===== config.mk =====
export PLATFORM = sky130hd
export DESIGN_NAME = load_store_unit
export DESIGN_NICKNAME = d
export VERILOG_FILES = /design/src/rtl/lsu_pkg.sv /design/src/rtl/lsu_byte_lane.sv /design/src/rtl/load_store_unit.sv
export SDC_FILE = /design/constraint.sdc
export NUM_CORES = 1
export LEC_CHECK = 0
export BUFFER_PORTS_ARGS = -buffer_cell sky130_fd_sc_hd__buf_2
export CORE_ASPECT_RATIO = 1.1
export CORE_MARGIN = 3
export CORE_UTILIZATION = 48
export DETAILED_ROUTE_END_ITERATION = 16
export GPL_ROUTABILITY_DRIVEN = 0
export GPL_TIMING_DRIVEN = 0
export PLACE_DENSITY = 0.9
export SLEW_MARGIN = 10
export SYNTH_ARGS = -nofsm -noshare
export SYNTH_HDL_FRONTEND = slang
export SYNTH_SLANG_ARGS = --single-unit

===== constraint.sdc =====
create_clock -name clk -period 2 [get_ports clk]
set_clock_uncertainty 0.1 [all_clocks]
set_input_delay 0.2 -clock clk [delete_from_list [all_inputs] [get_ports clk]]
set_output_delay 0.2 -clock clk [all_outputs]
set_load 0.1 [all_outputs]

===== src/rtl/lsu_pkg.sv =====
// Shared definitions for the load/store unit: FSM state encodings, default widths
// and the byte extension helper used by the load path.
package lsu_pkg;

    localparam int unsigned LSU_AW = 16;
    localparam int unsigned LSU_DW = 16;

    localparam logic [1:0] ST_IDLE  = 2'd0;
    localparam logic [1:0] ST_READ  = 2'd1;
    localparam logic [1:0] ST_WRITE = 2'd2;
    localparam logic [1:0] ST_RESP  = 2'd3;

    function automatic logic [LSU_DW-1:0] ext_byte(input logic [7:0] b, input logic sgn);
        return {{(LSU_DW-8){sgn & b[7]}}, b};
    endfunction

endpackage


===== src/rtl/lsu_byte_lane.sv =====
// Combinational byte lane: extracts/extends load data and builds the merged word
// for a byte store (read-modify-write of the addressed 16-bit memory word).
module lsu_byte_lane
    import lsu_pkg::*;
(
    input  logic [LSU_DW-1:0] rd_word,
    input  logic              is_byte,
    input  logic              is_signed,
    input  logic [7:0]        keep_hi,
    input  logic [7:0]        new_lo,
    output logic [LSU_DW-1:0] load_data,
    output logic [LSU_DW-1:0] store_merge
);

    // Load result: full word, or low byte sign/zero extended
    always_comb begin
        load_data = rd_word;
        if (is_byte) begin
            load_data = ext_byte(rd_word[7:0], is_signed);
        end else begin
            load_data = rd_word;
        end
    end

    // Byte store keeps the upper byte that was read back from memory
    always_comb begin
        store_merge = {keep_hi, new_lo};
    end

endmodule


===== src/rtl/load_store_unit.sv =====
// Multi-cycle load/store sequencer in front of a 16-bit, byte-addressed data memory.
// Optional build macro MISALIGN_TRAP_EN: misaligned word accesses are rejected with resp_err.
module load_store_unit
    import lsu_pkg::*;
#(
    parameter int AW = LSU_AW,
    parameter int DW = LSU_DW
) (
    input  logic          clk,
    input  logic          rst_n,
    input  logic          req_valid,
    output logic          req_ready,
    input  logic          req_we,
    input  logic          req_byte,
    input  logic          req_signed,
    input  logic [AW-1:0] req_addr,
    input  logic [DW-1:0] req_wdata,
    output logic          resp_valid,
    output logic [DW-1:0] resp_rdata,
    output logic          resp_err,
    output logic [AW-1:0] mem_addr,
    output logic [DW-1:0] mem_din,
    output logic          mem_wen,
    output logic          mem_ren,
    input  logic [DW-1:0] mem_dout
);

`ifdef MISALIGN_TRAP_EN
    localparam logic TRAP_EN = 1'b1;
`else
    localparam logic TRAP_EN = 1'b0;
`endif

    logic [1:0]    state_r;
    logic          we_r;
    logic          byte_r;
    logic          signed_r;
    logic [AW-1:0] addr_r;
    logic [DW-1:0] wdata_r;
    logic [7:0]    rd_hi_r;
    logic [DW-1:0] rdata_r;
    logic          err_r;
    logic [DW-1:0] load_data_s;
    logic [DW-1:0] store_merge_s;

    lsu_byte_lane u_lane (
        .rd_word     (mem_dout),
        .is_byte     (byte_r),
        .is_signed   (signed_r),
        .keep_hi     (rd_hi_r),
        .new_lo      (wdata_r[7:0]),
        .load_data   (load_data_s),
        .store_merge (store_merge_s)
    );

    // FSM, request capture and response registers
    always_ff @(posedge clk or negedge rst_n) begin
        if (!rst_n) begin
            state_r  <= ST_IDLE;
            we_r     <= 1'b0;
            byte_r   <= 1'b0;
            signed_r <= 1'b0;
            addr_r   <= {AW{1'b0}};
            wdata_r  <= {DW{1'b0}};
            rd_hi_r  <= 8'h00;
            rdata_r  <= {DW{1'b0}};
            err_r    <= 1'b0;
        end else begin
            case (state_r)
                ST_IDLE: begin
                    if (req_valid) begin
                        we_r     <= req_we;
                        byte_r   <= req_byte;
                        signed_r <= req_signed;
                        addr_r   <= req_addr;
                        wdata_r  <= req_wdata;
                        if (TRAP_EN && !req_byte && req_addr[0]) begin
                            state_r <= ST_RESP;
                            rdata_r <= {DW{1'b0}};
                            err_r   <= 1'b1;
                        end else if (req_we && !req_byte) begin
                            state_r <= ST_WRITE;
                        end else begin
                            state_r <= ST_READ;
                        end
                    end else begin
                        state_r <= ST_IDLE;
                    end
                end
                ST_READ: begin
                    // A store reaching READ is a byte store: keep the byte it must preserve
                    if (we_r) begin
                        rd_hi_r <= mem_dout[15:8];
                        state_r <= ST_WRITE;
                    end else begin
                        rdata_r <= load_data_s;
                        err_r   <= 1'b0;
                        state_r <= ST_RESP;
                    end
                end
                ST_WRITE: begin
                    rdata_r <= {DW{1'b0}};
                    err_r   <= 1'b0;
                    state_r <= ST_RESP;
                end
                ST_RESP: begin
                    state_r <= ST_IDLE;
                end
                default: begin
                    state_r <= ST_IDLE;
                end
            endcase
        end
    end

    // Memory-side decode from registered state only, stable across the negedge sample
    always_comb begin
        mem_addr = {AW{1'b0}};
        mem_din  = {DW{1'b0}};
        mem_wen  = 1'b0;
        mem_ren  = 1'b0;
        case (state_r)
            ST_READ: begin
                mem_ren  = 1'b1;
                mem_addr = addr_r;
            end
            ST_WRITE: begin
                mem_wen  = 1'b1;
                mem_addr = addr_r;
                mem_din  = byte_r ? store_merge_s : wdata_r;
            end
            default: begin
                mem_addr = {AW{1'b0}};
            end
        endcase
    end

    assign req_ready  = (state_r == ST_IDLE);
    assign resp_valid = (state_r == ST_RESP);
    assign resp_rdata = rdata_r;
    assign resp_err   = err_r;

endmodule


# Word level (Yosys, flattened, before mapping)
# Index checks and enable logic that the tools add are counted.
# word_totals
regBits	62
wordCells	36
# op_classes
eq_ne	4
mux	14
bitwise	1
reduce_logical	8
# ops
op	n
$mux 16	5
$pmux 16 s2	1
$pmux 2 s4	1
$reduce_and 2->1	3
$eq 2x2->1 const B	2
$mux 1	4
$mux 2	2
$eq 2x1->1 const B	1
$logic_not 2->1	1
$ne 2x2->1 const B	1
$pmux 1 s2	1
$reduce_bool 2->1	1
$reduce_or 2->1	1
$and 1x1->1	1
$logic_and 1x1->1	1
$logic_not 1->1	1

# Logic depth before layout (Yosys ltp)
# Gate-level depths: netlist of the first run.
# depth
depth_word	5
ltp_mapped	6

# Cells and area by module
# Synthesis of the first run repeated with hierarchy kept, for this count alone.
# unflattened
hier_cells	255
area_unflattened_um2	3179.3
# modules_own_cells
mod	instances	cells_per_inst	area_per_inst_um2	seq_area_each_um2
load_store_unit	1	214	2919.0	1526.5
lsu_byte_lane	1	41	260.2	0.0

# Worst setup path after synthesis of the first run
# Ideal clock, no wire load.
# synth_timing
path_kind	register to output
from	reg state_r[0]
to	out mem_din[11]
t_arrival_ns	3.195
required_time_ns	1.700
slack_ns	-1.495
stages_incl_launch_ff	6
path_buffers	2
cell_sequence	dfrtp_1 > inv_1 > ha_1 > clkbuf_1 > clkbuf_1 > nor2b_1
# synth_between
elab_chain_cells	2
# synth_lines
item	line_no	text
start, declared	load_store_unit.sv:34	logic [1:0] state_r;
start signal, assigned	load_store_unit.sv:59	state_r <= ST_IDLE;
start signal, assigned	load_store_unit.sv:78	state_r <= ST_RESP;
start signal, assigned	load_store_unit.sv:82	state_r <= ST_WRITE;
$eq 2x2->1	load_store_unit.sv:122	case (state_r)
$mux 16	load_store_unit.sv:122	
end, declared	load_store_unit.sv:22	output logic [DW-1:0] mem_din,
# Every way passes these cells.

# Final worst setup path of the first run
# layout_timing
from	reg state_r[0]
to	out mem_din[12]
# Same word-level chain as after synthesis.

==> results of run 1 <==
## cell usage after synthesis (2+ instances only)
master,count,area (µm²)
a22oi_1,8,60.1
and2_1,24,150
buf_2,5,25.0
buf_4,2,15.0
clkbuf_1,5,18.8
dfrtp_1,61,1530
ha_1,5,62.6
inv_1,3,11.3
mux2_2,43,484
mux2i_1,8,80.1
nand2_1,10,37.5
nor2_1,8,30.0
nor2b_1,10,62.6
o21ai_0,8,40.0
o2bb2ai_1,8,70.1
## worst paths after layout
check | startpoint | endpoint | slack, ps | depth (start not counted)
hold / removal | req_wdata[5] | wdata_r[5] | 5 | 2
setup reg to reg | state_r[0] | resp_rdata[13] | 170 | 6
hold reg to reg | resp_rdata[8] | resp_rdata[8] | 390 | 1
max in group asynchronous | rst_n | resp_rdata[7] | 890 | 2
min in group asynchronous | rst_n | addr_r[2] | 410 | 2
setup / recovery | state_r[0] | mem_din[12] | 50 | 6
## timing repair
item / 4_1_cts / 5_1_grt
endpoints found under the setup margin: 32 / 26
gates cloned: 0 / 1
hold endpoints to repair: 75 / 3
pin swaps: 0 / 1
hold buffers: 15 / 3
buffers inserted: 1 / 0
resized for setup: 79 / 36
## routing by layer
metal  up-vias  GRT usage  share of wire
met1      1088      0.266           0.38
met2        82      0.415           0.54
li1       1018          -              -
met5         -          0              0
met3        20     0.0340          0.047
met4         0      0.119          0.031
## registers in the layout, summed over array words and instances, names as in the netlist
register    flops
addr_r         16
byte_r          1
rd_hi_r         8
resp_rdata     16
signed_r        1
state_r         2
wdata_r        16
we_r            1
## per-stage QoR
stage	hold slack (ps)	TNS (ps)
finish	5.42	0
global placement	331	-1010
global route	-0.316	-119
floorplan	-196	-774
detailed placement	223	-1800
CTS	0.291	-141
## layout by cell type (no fill, tap or decap), types with 2 or more instances in the layout
master	n
buf_2	76
dfrtp_1	61
mux2_2	43
buf_12	22
dlygate4sd3_1	18
clkbuf_8	12
and2_2	12
buf_4	11
nand2_1	10
nor2b_4	8
nor2_1	8
o2bb2ai_1	8
a22oi_1	8
o21ai_0	8
mux2i_1	7
and2_4	7
and2_1	6
clkbuf_4	5
clkbuf_1	5
inv_2	3
nor2b_1	2
buf_6	2
ha_4	2
ha_1	2
## layout make-up
type / count / share of cell area
Buffer: 12 / 0.0230
Clock buffer: 15 / 0.0392
Clock inverter: 1 / 0.00118
Inverter: 4 / 0.00353
Multi-Input combinational cell: 141 / 0.298
Sequential cell: 61 / 0.359
Tap cell: 75 / 0.0221
Timing Repair Buffer: 125 / 0.254
## kinds of logic (layout without fill, tap and decap cells)
| group | Yosys count | after routing | share of synthesized area |
|---|---|---|---|
| other cells | 1 | 1 | 0.00137 |
| fa+ha+maj | 5 | 5 | 0.0228 |
| buf+inv | 16 | 157 | 0.0269 |
| simple gates | 55 | 55 | 0.110 |
| compound gates | 29 | 29 | 0.0766 |
| mux | 51 | 51 | 0.206 |
| flops | 61 | 61 | 0.556 |
## worst reg2reg max path, cell delays in order (launching register included)
cell	delay, ps
dfrtp_1	390
buf_4	150
ha_2	200
nor2b_2	150
buf_2	180
a21oi_2	400
o2bb2ai_1	180
==> report_table.html, run 1 <==
<table>
<tr><th>Metric</th><th>Value</th></tr>
<tr><th colspan="2">Place</th></tr>
<tr><td>Pre-CTS setup slack</td><td>-124 ps</td></tr>
<tr><td>Total placed instance area</td><td>3490 µm²</td></tr>
<tr><td>Total of buffers placed on input and output ports</td><td>105</td></tr>
<tr><td>Dpl hpwl</td><td>4.70 mm</td></tr>
<tr><td>Count of placed standard cells including taps</td><td>398</td></tr>
<tr><th colspan="2">Clock network</th></tr>
<tr><td>Master cell of the clock root buffer</td><td>clkbuf_8</td></tr>
<tr><td>Total clock buffers created by CTS</td><td>9</td></tr>
<tr><td>H-tree depth</td><td>3</td></tr>
<tr><td>Number of sinks handled by clock tree synthesis</td><td>61</td></tr>
<tr><td>Clock transition at the registers of the reported paths</td><td>60 ps</td></tr>
<tr><td>CTS tree</td><td>built</td></tr>
<tr><td>Clk Latency, worst-skew pair</td><td>330 ps</td></tr>
<tr><td>Maximum number of buffers from clock root to sink</td><td>2</td></tr>
<tr><th colspan="2">Synth</th></tr>
<tr><td>Number of distinct library cell variants in the gate-level netlist after synthesis</td><td>25</td></tr>
<tr><td>Mean post-synth cell area</td><td>12.6 µm²</td></tr>
<tr><td>Portion of the post-synthesis area used by sequential elements</td><td>0.556</td></tr>
<tr><td>Count of warnings emitted by yosys</td><td>0</td></tr>
<tr><td>Proportion of synthesized flip-flops having asynchronous set or reset</td><td>1.00</td></tr>
<tr><td>Netlist area before placement</td><td>2740 µm²</td></tr>
<tr><td>Cell count after synthesis</td><td>218</td></tr>
<tr><td>Synth Net Count</td><td>277</td></tr>
<tr><td>Synth Flop Type</td><td>dfrtp_1</td></tr>
<tr><td>Flop and latch count out of synthesis</td><td>61</td></tr>
<tr><td>Number of enable flip-flop cells after synthesis</td><td>0</td></tr>
<tr><th colspan="2">Outcome</th></tr>
<tr><td>Run status</td><td>completed</td></tr>
<tr><th colspan="2">Critical path</th></tr>
<tr><td>Startpoint class of the critical path</td><td>flip-flop</td></tr>
<tr><td>Cell-by-cell listing of the critical path</td><td>inv_2, ha_4, clkbuf_8, buf_8, nor2b_4, buf_12</td></tr>
<tr><td>Dominant delay contributor by cell family on the critical path</td><td>buffers and inverters</td></tr>
<tr><td>Worst endpoint required time</td><td>1700 ps</td></tr>
<tr><td>Maximum cell stage delay along the critical path</td><td>390 ps</td></tr>
<tr><td>Critical Path Fanout Max</td><td>10</td></tr>
<tr><td>Slowest cell on the critical path</td><td>dfrtp_1</td></tr>
<tr><td>Critical path type</td><td>reg2out</td></tr>
<tr><td>Bufs and invs on worst path</td><td>4</td></tr>
<tr><td>Critical Path Sink Type</td><td>primary output</td></tr>
<tr><td>Worst endpoint data arrival time</td><td>1650 ps</td></tr>
<tr><th colspan="2">Global routing</th></tr>
<tr><td>Initial antenna violation count</td><td>0</td></tr>
<tr><td>First-pass GRT wire length</td><td>11.6 mm</td></tr>
<tr><td>Largest net degree at the start of global routing</td><td>62</td></tr>
<tr><td>Total GRT Usage</td><td>0.231</td></tr>
<tr><td>Global route total overflow</td><td>0</td></tr>
<tr><td>Via count of the first global-routing pass</td><td>2332</td></tr>
<tr><th colspan="2">Cells and area</th></tr>
<tr><td>Final instance area</td><td>4250 µm²</td></tr>
<tr><td>Area of combinational cells with multiple inputs</td><td>1270 µm²</td></tr>
<tr><td>Final Instance Count excl. Fillers</td><td>434</td></tr>
<tr><td>Layout Nets</td><td>413</td></tr>
<tr><td>Synth-to-Final Area Change</td><td>54.9%</td></tr>
<tr><td>Fraction of layout cells with a size suffix above 1</td><td>0.588</td></tr>
<tr><td>Antenna cell count</td><td>0</td></tr>
<tr><td>Count of fill cells added during filler insertion</td><td>337</td></tr>
<tr><td>Final cell utilization of the core</td><td>0.777</td></tr>
<tr><td>Area taken by flip-flops and latches</td><td>1530 µm²</td></tr>
<tr><th colspan="2">Timing</th></tr>
<tr><td>Fin crit period</td><td>1950 ps</td></tr>
<tr><td>Slew at the pin with the worst max-slew slack</td><td>758 ps</td></tr>
<tr><td>Highest achievable clock rate</td><td>513 MHz</td></tr>
<tr><td>Setup repair after global routing missed its margin</td><td>yes</td></tr>
<tr><td>Share of the cycle needed by the critical path after routing</td><td>0.974</td></tr>
<tr><td>Final setup violating endpoints</td><td>0</td></tr>
<tr><td>Hold Violations, Final</td><td>0</td></tr>
<tr><td>Remaining max-slew budget at the tightest pin</td><td>0.494</td></tr>
<tr><td>Number of pins with negative max-slew slack in the final report</td><td>0</td></tr>
<tr><td>Worst path setup slack after routing</td><td>51.3 ps</td></tr>
<tr><th colspan="2">Route</th></tr>
<tr><td>Final WL</td><td>7.52 mm</td></tr>
<tr><td>Routed Antenna Nets</td><td>0</td></tr>
<tr><td>Wirelength per Cell</td><td>17.3 µm</td></tr>
<tr><td>Vias per cell</td><td>5.09</td></tr>
<tr><td>DR DRC count</td><td>0</td></tr>
<tr><td>Total number of vias</td><td>2208</td></tr>
<tr><td>Router iterations before antenna repair</td><td>4</td></tr>
<tr><td>Number of violations reported at the end of detailed-routing iteration 0</td><td>78</td></tr>
<tr><th colspan="2">Floorplan</th></tr>
<tr><td>Starting utilization of the core area</td><td>0.502</td></tr>
<tr><td>Number of placement rows</td><td>28</td></tr>
<tr><td>Total Die Area</td><td>6660 µm²</td></tr>
<tr><td>Die Height</td><td>85.3 µm</td></tr>
<tr><td>Number of I/O pins</td><td>107</td></tr>
<tr><td>Floorplan core area</td><td>5470 µm²</td></tr>
<tr><td>Die X-Extent</td><td>78.1 µm</td></tr>
<tr><th colspan="2">Run</th></tr>
<tr><td>Max-capacitance violation count</td><td>0</td></tr>
<tr><th colspan="2">Worst hold path</th></tr>
<tr><td>Path type of the worst min-delay path</td><td>in2reg</td></tr>
</table>
Power of run 1 is not shown: default switching activity piles up to over one toggle a cycle in this logic, so the estimate is an artifact.
==> inputs of run 2 (changes only) <==
--- a/config.mk
+++ b/config.mk
@@ -8,11 +8,11 @@
 export BUFFER_PORTS_ARGS = -buffer_cell sky130_fd_sc_hd__buf_2
 export CORE_ASPECT_RATIO = 1.1
 export CORE_MARGIN = 3
-export CORE_UTILIZATION = 48
+export CORE_UTILIZATION = 52
 export DETAILED_ROUTE_END_ITERATION = 16
 export GPL_ROUTABILITY_DRIVEN = 0
 export GPL_TIMING_DRIVEN = 0
-export PLACE_DENSITY = 0.9
+export PLACE_DENSITY = 0.95
 export SLEW_MARGIN = 10
 export SYNTH_ARGS = -nofsm -noshare
 export SYNTH_HDL_FRONTEND = slang
==> constraint.sdc (replaced) <==
create_clock -name clk -period 2.44 [get_ports clk]
set_clock_uncertainty 0.1 [all_clocks]
set_input_delay 0.244 -clock clk [delete_from_list [all_inputs] [get_ports clk]]
set_output_delay 0.244 -clock clk [all_outputs]
set_load 0.1 [all_outputs]
==> report_table.html, run 2 (synthesis gave the netlist of run 1 again) <==
<table>
<tr><th>Metric</th><th>Value</th></tr>
<tr><th colspan="2">Cells and area</th></tr>
<tr><td>Fraction of layout cells with a size suffix above 1</td><td>0.571 (-0.0167)</td></tr>
<tr><td>Most common cell after layout, fill and taps aside</td><td>buf_2</td></tr>
<tr><td>Synth-to-Final Area Change</td><td>33.1%</td></tr>
<tr><td>Count of fill cells added during filler insertion</td><td>390 (+16%)</td></tr>
<tr><td>Antenna cell count</td><td>0 (unchanged)</td></tr>
<tr><td>Top library cells by usage in the layout, fill and taps aside</td><td>buf_2, dfrtp_1, mux2_2, buf_4, and2_1</td></tr>
<tr><td>Layout Nets</td><td>393 (-4.8%)</td></tr>
<tr><th colspan="2">Critical path</th></tr>
<tr><td>Maximum cell stage delay along the critical path</td><td>410 ps (+20 ps)</td></tr>
<tr><td>Capture point of the worst reg-to-reg path</td><td>addr_r[9]</td></tr>
<tr><td>Cell-by-cell listing of the critical path</td><td>inv_1, ha_1, clkbuf_2, and2_1, buf_4</td></tr>
<tr><td>Depth of the most critical reg-to-reg path</td><td>5 (-1)</td></tr>
<tr><td>Slowest cell on the critical path</td><td>dfrtp_1</td></tr>
<tr><td>CP Launch Point</td><td>state_r[1]</td></tr>
<tr><td>Worst setup path endpoint</td><td>mem_addr[11]</td></tr>
<tr><td>Critical path type</td><td>reg2out</td></tr>
<tr><td>Worst endpoint required time</td><td>2100 ps (+400 ps)</td></tr>
<tr><td>Flop-to-flop setup slack</td><td>590 ps (+420 ps)</td></tr>
<tr><td>Critical Path Fanout Max</td><td>10 (unchanged)</td></tr>
<tr><td>Bufs and invs on worst path</td><td>3 (-1)</td></tr>
<tr><td>Startpoint class of the critical path</td><td>flip-flop</td></tr>
<tr><td>Critical Path Sink Type</td><td>primary output</td></tr>
<tr><td>Dominant delay contributor by cell family on the critical path</td><td>buffers and inverters</td></tr>
<tr><td>Logic depth of the worst path, buffers included</td><td>5 (-1)</td></tr>
<tr><td>Reg2reg start</td><td>state_r[0]</td></tr>
<tr><td>Worst endpoint data arrival time</td><td>1930 ps (+280 ps)</td></tr>
<tr><th colspan="2">Floorplan</th></tr>
<tr><td>Die Height</td><td>82.2 µm (-3.6%)</td></tr>
<tr><td>Starting utilization of the core area</td><td>0.541 (+0.0394)</td></tr>
<tr><td>Total Die Area</td><td>6190 µm² (-7.1%)</td></tr>
<tr><td>Number of placement rows</td><td>27 (-3.6%)</td></tr>
<tr><td>Die X-Extent</td><td>75.3 µm (-3.6%)</td></tr>
<tr><td>Floorplan core area</td><td>5070 µm² (-7.3%)</td></tr>
<tr><td>Number of I/O pins</td><td>107 (unchanged)</td></tr>
<tr><th colspan="2">Place</th></tr>
<tr><td>Dpl hpwl</td><td>4.47 mm (-5.0%)</td></tr>
<tr><td>Total of buffers placed on input and output ports</td><td>105 (unchanged)</td></tr>
<tr><th colspan="2">Timing</th></tr>
<tr><td>Slew at the pin with the worst max-slew slack</td><td>743 ps (-15.0 ps)</td></tr>
<tr><td>Setup repair after global routing missed its margin</td><td>no</td></tr>
<tr><td>WHS</td><td>44.0 ps (+38.6 ps)</td></tr>
<tr><td>Remaining max-slew budget at the tightest pin</td><td>0.504 (+0.00999)</td></tr>
<tr><td>Final setup violating endpoints</td><td>0 (unchanged)</td></tr>
<tr><td>Highest achievable clock rate</td><td>440 MHz</td></tr>
<tr><td>Setup TNS</td><td>0 ps (unchanged)</td></tr>
<tr><td>Number of pins with negative max-slew slack in the final report</td><td>0 (unchanged)</td></tr>
<tr><td>Share of the cycle needed by the critical path after routing</td><td>0.931</td></tr>
<tr><td>Fin crit period</td><td>2270 ps</td></tr>
<tr><td>Hold Violations, Final</td><td>0 (unchanged)</td></tr>
<tr><th colspan="2">Route</th></tr>
<tr><td>Detailed-routing wirelength on met1</td><td>2.44 mm (-16%)</td></tr>
<tr><td>Wirelength per Cell</td><td>15.5 µm (-10%)</td></tr>
<tr><td>Total number of vias</td><td>2087 (-5.5%)</td></tr>
<tr><td>Final WL</td><td>6.15 mm (-18%)</td></tr>
<tr><td>Met2 Wirelength</td><td>3.23 mm (-20%)</td></tr>
<tr><td>Vias per cell</td><td>5.27 (+3.6%)</td></tr>
<tr><td>Number of violations reported at the end of detailed-routing iteration 0</td><td>95 (+22%)</td></tr>
<tr><td>Uppermost layer routed</td><td>met4</td></tr>
<tr><td>Router iterations before antenna repair</td><td>4 (unchanged)</td></tr>
<tr><td>Routed Antenna Nets</td><td>0 (unchanged)</td></tr>
<tr><td>DR DRC count</td><td>0 (unchanged)</td></tr>
<tr><td>Met3 wirelength from detailed routing</td><td>380 µm (+7.3%)</td></tr>
<tr><th colspan="2">Clock network</th></tr>
<tr><td>Number of buffers inserted to repair setup after CTS</td><td>0 (-1)</td></tr>
<tr><td>Clock transition at the registers of the reported paths</td><td>60 ps (about the same)</td></tr>
<tr><td>Maximum number of buffers from clock root to sink</td><td>2 (unchanged)</td></tr>
<tr><td>H-tree depth</td><td>3 (unchanged)</td></tr>
<tr><td>Number of sinks handled by clock tree synthesis</td><td>61 (unchanged)</td></tr>
<tr><td>CTS tree</td><td>built</td></tr>
<tr><td>Total clock buffers created by CTS</td><td>9 (unchanged)</td></tr>
<tr><td>Clk Latency, worst-skew pair</td><td>330 ps (about the same)</td></tr>
<tr><td>Master cell of the clock root buffer</td><td>clkbuf_8</td></tr>
<tr><th colspan="2">Global routing</th></tr>
<tr><td>Largest net degree at the start of global routing</td><td>62 (unchanged)</td></tr>
<tr><td>Total GRT Usage</td><td>0.208 (-0.0231)</td></tr>
<tr><td>Global route total overflow</td><td>0 (unchanged)</td></tr>
<tr><td>First-pass GRT wire length</td><td>9.58 mm (-17%)</td></tr>
<tr><td>Via count of the first global-routing pass</td><td>2162 (-7.3%)</td></tr>
<tr><td>Initial antenna violation count</td><td>0 (unchanged)</td></tr>
<tr><th colspan="2">Outcome</th></tr>
<tr><td>Run status</td><td>completed</td></tr>
<tr><th colspan="2">Run</th></tr>
<tr><td>Max-capacitance violation count</td><td>0 (unchanged)</td></tr>
<tr><th colspan="2">Worst hold path</th></tr>
<tr><td>Path type of the worst min-delay path</td><td>in2reg</td></tr>
</table>
-- run 2: cell types whose count changed in the layout (fill, tap and decap cells not counted), sizes merged --
cell and delta:
clkbuf -5, clkinv +1, dlygate4sd3 -17
-- run 2: final cells by class --
cell class | count | area [µm²] | area share
timing repair buffer | 106 | 593 | 0.162
multi-input combinational | 141 | 1230 | 0.336
sequential | 61 | 1530 | 0.418
inverter | 4 | 15.0 | 0.00411
buffer | 11 | 58.8 | 0.0161
clock buffer | 13 | 149 | 0.0408
tap | 58 | 72.6 | 0.0199
clock inverter | 2 | 10.0 | 0.00274
-- run 2: worst register-to-register path: stages (launching register included) --
cell	delay, ps
dfrtp_1	400
inv_1	100
ha_1	260
nand2_2	190
buf_2	300
mux2_2	380
-- run 2: metrics by stage --
stage	util	instances	area [µm²]	setup WS [ps]
after floorplan	-	218	2830	38.6
after global placement	0.676	381	3420	38.5
after detailed placement	0.676	381	3430	-1.54
after CTS	0.720	396	3650	52.1
after global routing	0.720	396	3650	7.09
final	0.720	396	3650	169
-- run 2: worst min-delay path by stage --
stage,startpoint,endpoint,slack [ps],depth (start not counted)
finish,req_addr[8],addr_r[8],40,2
global route,req_wdata[13],wdata_r[13],40,2
CTS,req_wdata[14],wdata_r[14],40,2
detailed placement,rst_n,resp_rdata[3],260,1
global placement,resp_rdata[15],resp_rdata[15],370,1
floorplan,rst_n,addr_r[0],-150,0
-- run 2: repair_timing --
action | in CTS | in global routing
hold buffers | 1 | 0
endpoints found under the hold margin | 61 | 0
gates resized for setup | 24 | 2
cloned | 0 | 0
endpoints found under the setup margin | 22 | 10
-- run 2: per-layer routing --
| layer | vias up | GRT usage |
|---|---|---|
| met5 | - | 0 |
| met1 | 1028 | 0.230 |
| met4 | 0 | 0.0699 |
| met3 | 10 | 0.0654 |
| met2 | 70 | 0.375 |
| li1 | 979 | - |
Power of run 2 is left out for the same reason.
==> inputs of run 3 (changes only) <==
--- a/config.mk
+++ b/config.mk
@@ -6,14 +6,12 @@
 export NUM_CORES = 1
 export LEC_CHECK = 0
 export BUFFER_PORTS_ARGS = -buffer_cell sky130_fd_sc_hd__buf_2
-export CORE_ASPECT_RATIO = 1.1
 export CORE_MARGIN = 3
 export CORE_UTILIZATION = 52
 export DETAILED_ROUTE_END_ITERATION = 16
 export GPL_ROUTABILITY_DRIVEN = 0
 export GPL_TIMING_DRIVEN = 0
 export PLACE_DENSITY = 0.95
-export SLEW_MARGIN = 10
 export SYNTH_ARGS = -nofsm -noshare
 export SYNTH_HDL_FRONTEND = slang
 export SYNTH_SLANG_ARGS = --single-unit
==> report_table.html, run 3 (synthesis gave the netlist of run 1 again) <==
<table>
<tr><th>Metric</th><th>Value</th></tr>
<tr><th colspan="2">Cells and area</th></tr>
<tr><td>Layout Nets</td><td>393 (unchanged)</td></tr>
<tr><td>Antenna cell count</td><td>0 (unchanged)</td></tr>
<tr><td>Top library cells by usage in the layout, fill and taps aside</td><td>buf_2, dfrtp_1, mux2_2, buf_4, and2_1</td></tr>
<tr><td>Final Instance Count excl. Fillers</td><td>406 (+2.5%)</td></tr>
<tr><td>Synth-to-Final Area Change</td><td>33.2%</td></tr>
<tr><td>Count of fill cells added during filler insertion</td><td>333 (-15%)</td></tr>
<tr><td>Fraction of layout cells with a size suffix above 1</td><td>0.563 (-0.00758)</td></tr>
<tr><td>Most common cell after layout, fill and taps aside</td><td>buf_2</td></tr>
<tr><th colspan="2">Route</th></tr>
<tr><td>Router iterations before antenna repair</td><td>4 (unchanged)</td></tr>
<tr><td>Vias per cell</td><td>5.15 (-2.3%)</td></tr>
<tr><td>Total number of vias</td><td>2091 (+0.19%)</td></tr>
<tr><td>Wirelength per Cell</td><td>15.4 µm (-1.1%)</td></tr>
<tr><td>Number of violations reported at the end of detailed-routing iteration 0</td><td>91 (-4.2%)</td></tr>
<tr><td>Routed Antenna Nets</td><td>0 (unchanged)</td></tr>
<tr><td>Final WL</td><td>6.24 mm (+1.4%)</td></tr>
<tr><td>DR DRC count</td><td>0 (unchanged)</td></tr>
<tr><th colspan="2">Worst hold path</th></tr>
<tr><td>Depth of the worst hold-timing path</td><td>2 (unchanged)</td></tr>
<tr><td>Hold Path Sink</td><td>wdata_r[12]</td></tr>
<tr><td>Worst hold path startpoint</td><td>req_wdata[12]</td></tr>
<tr><td>Path type of the worst min-delay path</td><td>in2reg</td></tr>
<tr><th colspan="2">Timing</th></tr>
<tr><td>Fin crit period</td><td>2290 ps (+13.8 ps)</td></tr>
<tr><td>Slew at the pin with the worst max-slew slack</td><td>732 ps (-11.4 ps)</td></tr>
<tr><td>Remaining max-slew budget at the tightest pin</td><td>0.512 (+0.00757)</td></tr>
<tr><td>Hold Violations, Final</td><td>0 (unchanged)</td></tr>
<tr><td>Final setup violating endpoints</td><td>0 (unchanged)</td></tr>
<tr><td>Number of pins with negative max-slew slack in the final report</td><td>0 (unchanged)</td></tr>
<tr><td>Highest achievable clock rate</td><td>438 MHz (-0.60%)</td></tr>
<tr><td>Setup repair after global routing missed its margin</td><td>no</td></tr>
<tr><td>Share of the cycle needed by the critical path after routing</td><td>0.937 (+0.00565)</td></tr>
<tr><td>Setup TNS</td><td>0 ps (unchanged)</td></tr>
<tr><th colspan="2">Global routing</th></tr>
<tr><td>Via count of the first global-routing pass</td><td>2190 (+1.3%)</td></tr>
<tr><td>Largest net degree at the start of global routing</td><td>62 (unchanged)</td></tr>
<tr><td>Met2 usage</td><td>0.358 (-0.0172)</td></tr>
<tr><td>Met1 capacity usage during global routing</td><td>0.252 (+0.0220)</td></tr>
<tr><td>Highest-utilization routing layer at the global route stage</td><td>met2</td></tr>
<tr><td>First-pass GRT wire length</td><td>10.1 mm (+5.8%)</td></tr>
<tr><td>Global-route track usage on met3</td><td>0.0562 (-0.00918)</td></tr>
<tr><td>Initial antenna violation count</td><td>0 (unchanged)</td></tr>
<tr><td>Total GRT Usage</td><td>0.216 (+0.00735)</td></tr>
<tr><td>Global route total overflow</td><td>0 (unchanged)</td></tr>
<tr><th colspan="2">Clock network</th></tr>
<tr><td>CTS tree</td><td>built</td></tr>
<tr><td>H-tree depth</td><td>3 (unchanged)</td></tr>
<tr><td>Number of sinks handled by clock tree synthesis</td><td>61 (unchanged)</td></tr>
<tr><td>Maximum number of buffers from clock root to sink</td><td>2 (unchanged)</td></tr>
<tr><td>Clk Latency, worst-skew pair</td><td>320 ps (about the same)</td></tr>
<tr><td>Total clock buffers created by CTS</td><td>9 (unchanged)</td></tr>
<tr><td>Number of buffers inserted to repair setup after CTS</td><td>0 (unchanged)</td></tr>
<tr><td>Clock transition at the registers of the reported paths</td><td>60 ps (about the same)</td></tr>
<tr><td>Master cell of the clock root buffer</td><td>clkbuf_8</td></tr>
<tr><th colspan="2">Critical path</th></tr>
<tr><td>Critical path type</td><td>reg2out</td></tr>
<tr><td>Depth of the most critical reg-to-reg path</td><td>5 (unchanged)</td></tr>
<tr><td>Reg2reg start</td><td>state_r[0]</td></tr>
<tr><td>Startpoint class of the critical path</td><td>flip-flop</td></tr>
<tr><td>Critical Path Fanout Max</td><td>10 (unchanged)</td></tr>
<tr><td>Worst endpoint data arrival time</td><td>1940 ps (about the same)</td></tr>
<tr><td>Worst endpoint required time</td><td>2100 ps (about the same)</td></tr>
<tr><td>Flop-to-flop setup slack</td><td>550 ps (-40 ps)</td></tr>
<tr><td>Critical Path Sink Type</td><td>primary output</td></tr>
<tr><td>Capture point of the worst reg-to-reg path</td><td>addr_r[11]</td></tr>
<tr><th colspan="2">Floorplan</th></tr>
<tr><td>Number of placement rows</td><td>25 (-7.4%)</td></tr>
<tr><td>Number of I/O pins</td><td>107 (unchanged)</td></tr>
<tr><td>Floorplan core area</td><td>4910 µm² (-3.1%)</td></tr>
<tr><td>Starting utilization of the core area</td><td>0.559 (+0.0172)</td></tr>
<tr><td>Die X-Extent</td><td>78.6 µm (+4.5%)</td></tr>
<tr><td>Total Die Area</td><td>6180 µm² (about the same)</td></tr>
<tr><td>Die Height</td><td>78.6 µm (-4.3%)</td></tr>
<tr><th colspan="2">Place</th></tr>
<tr><td>Total of buffers placed on input and output ports</td><td>105 (unchanged)</td></tr>
<tr><td>Count of placed standard cells including taps</td><td>390 (+2.4%)</td></tr>
<tr><td>Dpl hpwl</td><td>4.56 mm (+1.9%)</td></tr>
<tr><th colspan="2">Run</th></tr>
<tr><td>Max-capacitance violation count</td><td>0 (unchanged)</td></tr>
<tr><th colspan="2">Outcome</th></tr>
<tr><td>Run status</td><td>completed</td></tr>
</table>
-- run 3: cell count changes in the layout (fill, tap and decap cells not counted) --
cell      change
clkbuf_2      -1
clkbuf_8      -1
clkbuf_1      +3
-- run 3: how the worst max path moves through the flow --
stage | cells after the start | slack (ps) | end | start
after floorplan | 5 | 40 | addr_r[0] | state_r[0]
after global placement | 6 | 50 | mem_din[13] | state_r[0]
after detailed placement | 6 | -2 | mem_din[12] | state_r[0]
after CTS | 5 | 40 | mem_addr[7] | state_r[0]
after global routing | 5 | 30 | mem_addr[10] | state_r[0]
final | 5 | 150 | mem_addr[10] | state_r[0]
-- run 3: layer usage --
layer,share of wire,vias up
li1,-,979
met2,0.51,87
met4,0.022,0
met3,0.073,13
met5,0,-
met1,0.40,1012
-- run 3: critical path, stage by stage, from the launching register on --
cell	delay, ps
dfrtp_1	400
inv_1	100
ha_1	420
clkbuf_2	230
and2_1	170
buf_4	290
-- run 3: per-stage QoR --
stage	worst slack, ps	hold WS (ps)	utilization	cell area (µm²)
2_1_floorplan	38.6	-152	-	2830
4_1_cts	38.5	33.9	0.741	3640
6_report	155	45.2	0.744	3650
5_1_grt	25.4	38.4	0.744	3650
3_5_place_dp	-1.78	369	0.700	3440
3_3_place_gp	53.0	368	0.700	3440
-- run 3: repair_timing --
item | 4_1_cts | 5_1_grt
endpoints found under the hold margin | 0 | 61
resized for setup | 23 | 2
hold buffers | 0 | 1
setup endpoints to repair | 22 | 10
-- run 3: area by class of cell --
cell class	instances	area, µm²	share of cell area
Clock inverter	2	10.0	0.00274
Inverter	4	15.0	0.00411
Timing Repair Buffer	106	593	0.162
Multi-Input combinational cell	141	1230	0.336
Tap cell	67	83.8	0.0229
Clock buffer	14	143	0.0390
Buffer	11	57.6	0.0157
Sequential cell	61	1530	0.418
Power of run 3 is left out for the same reason.
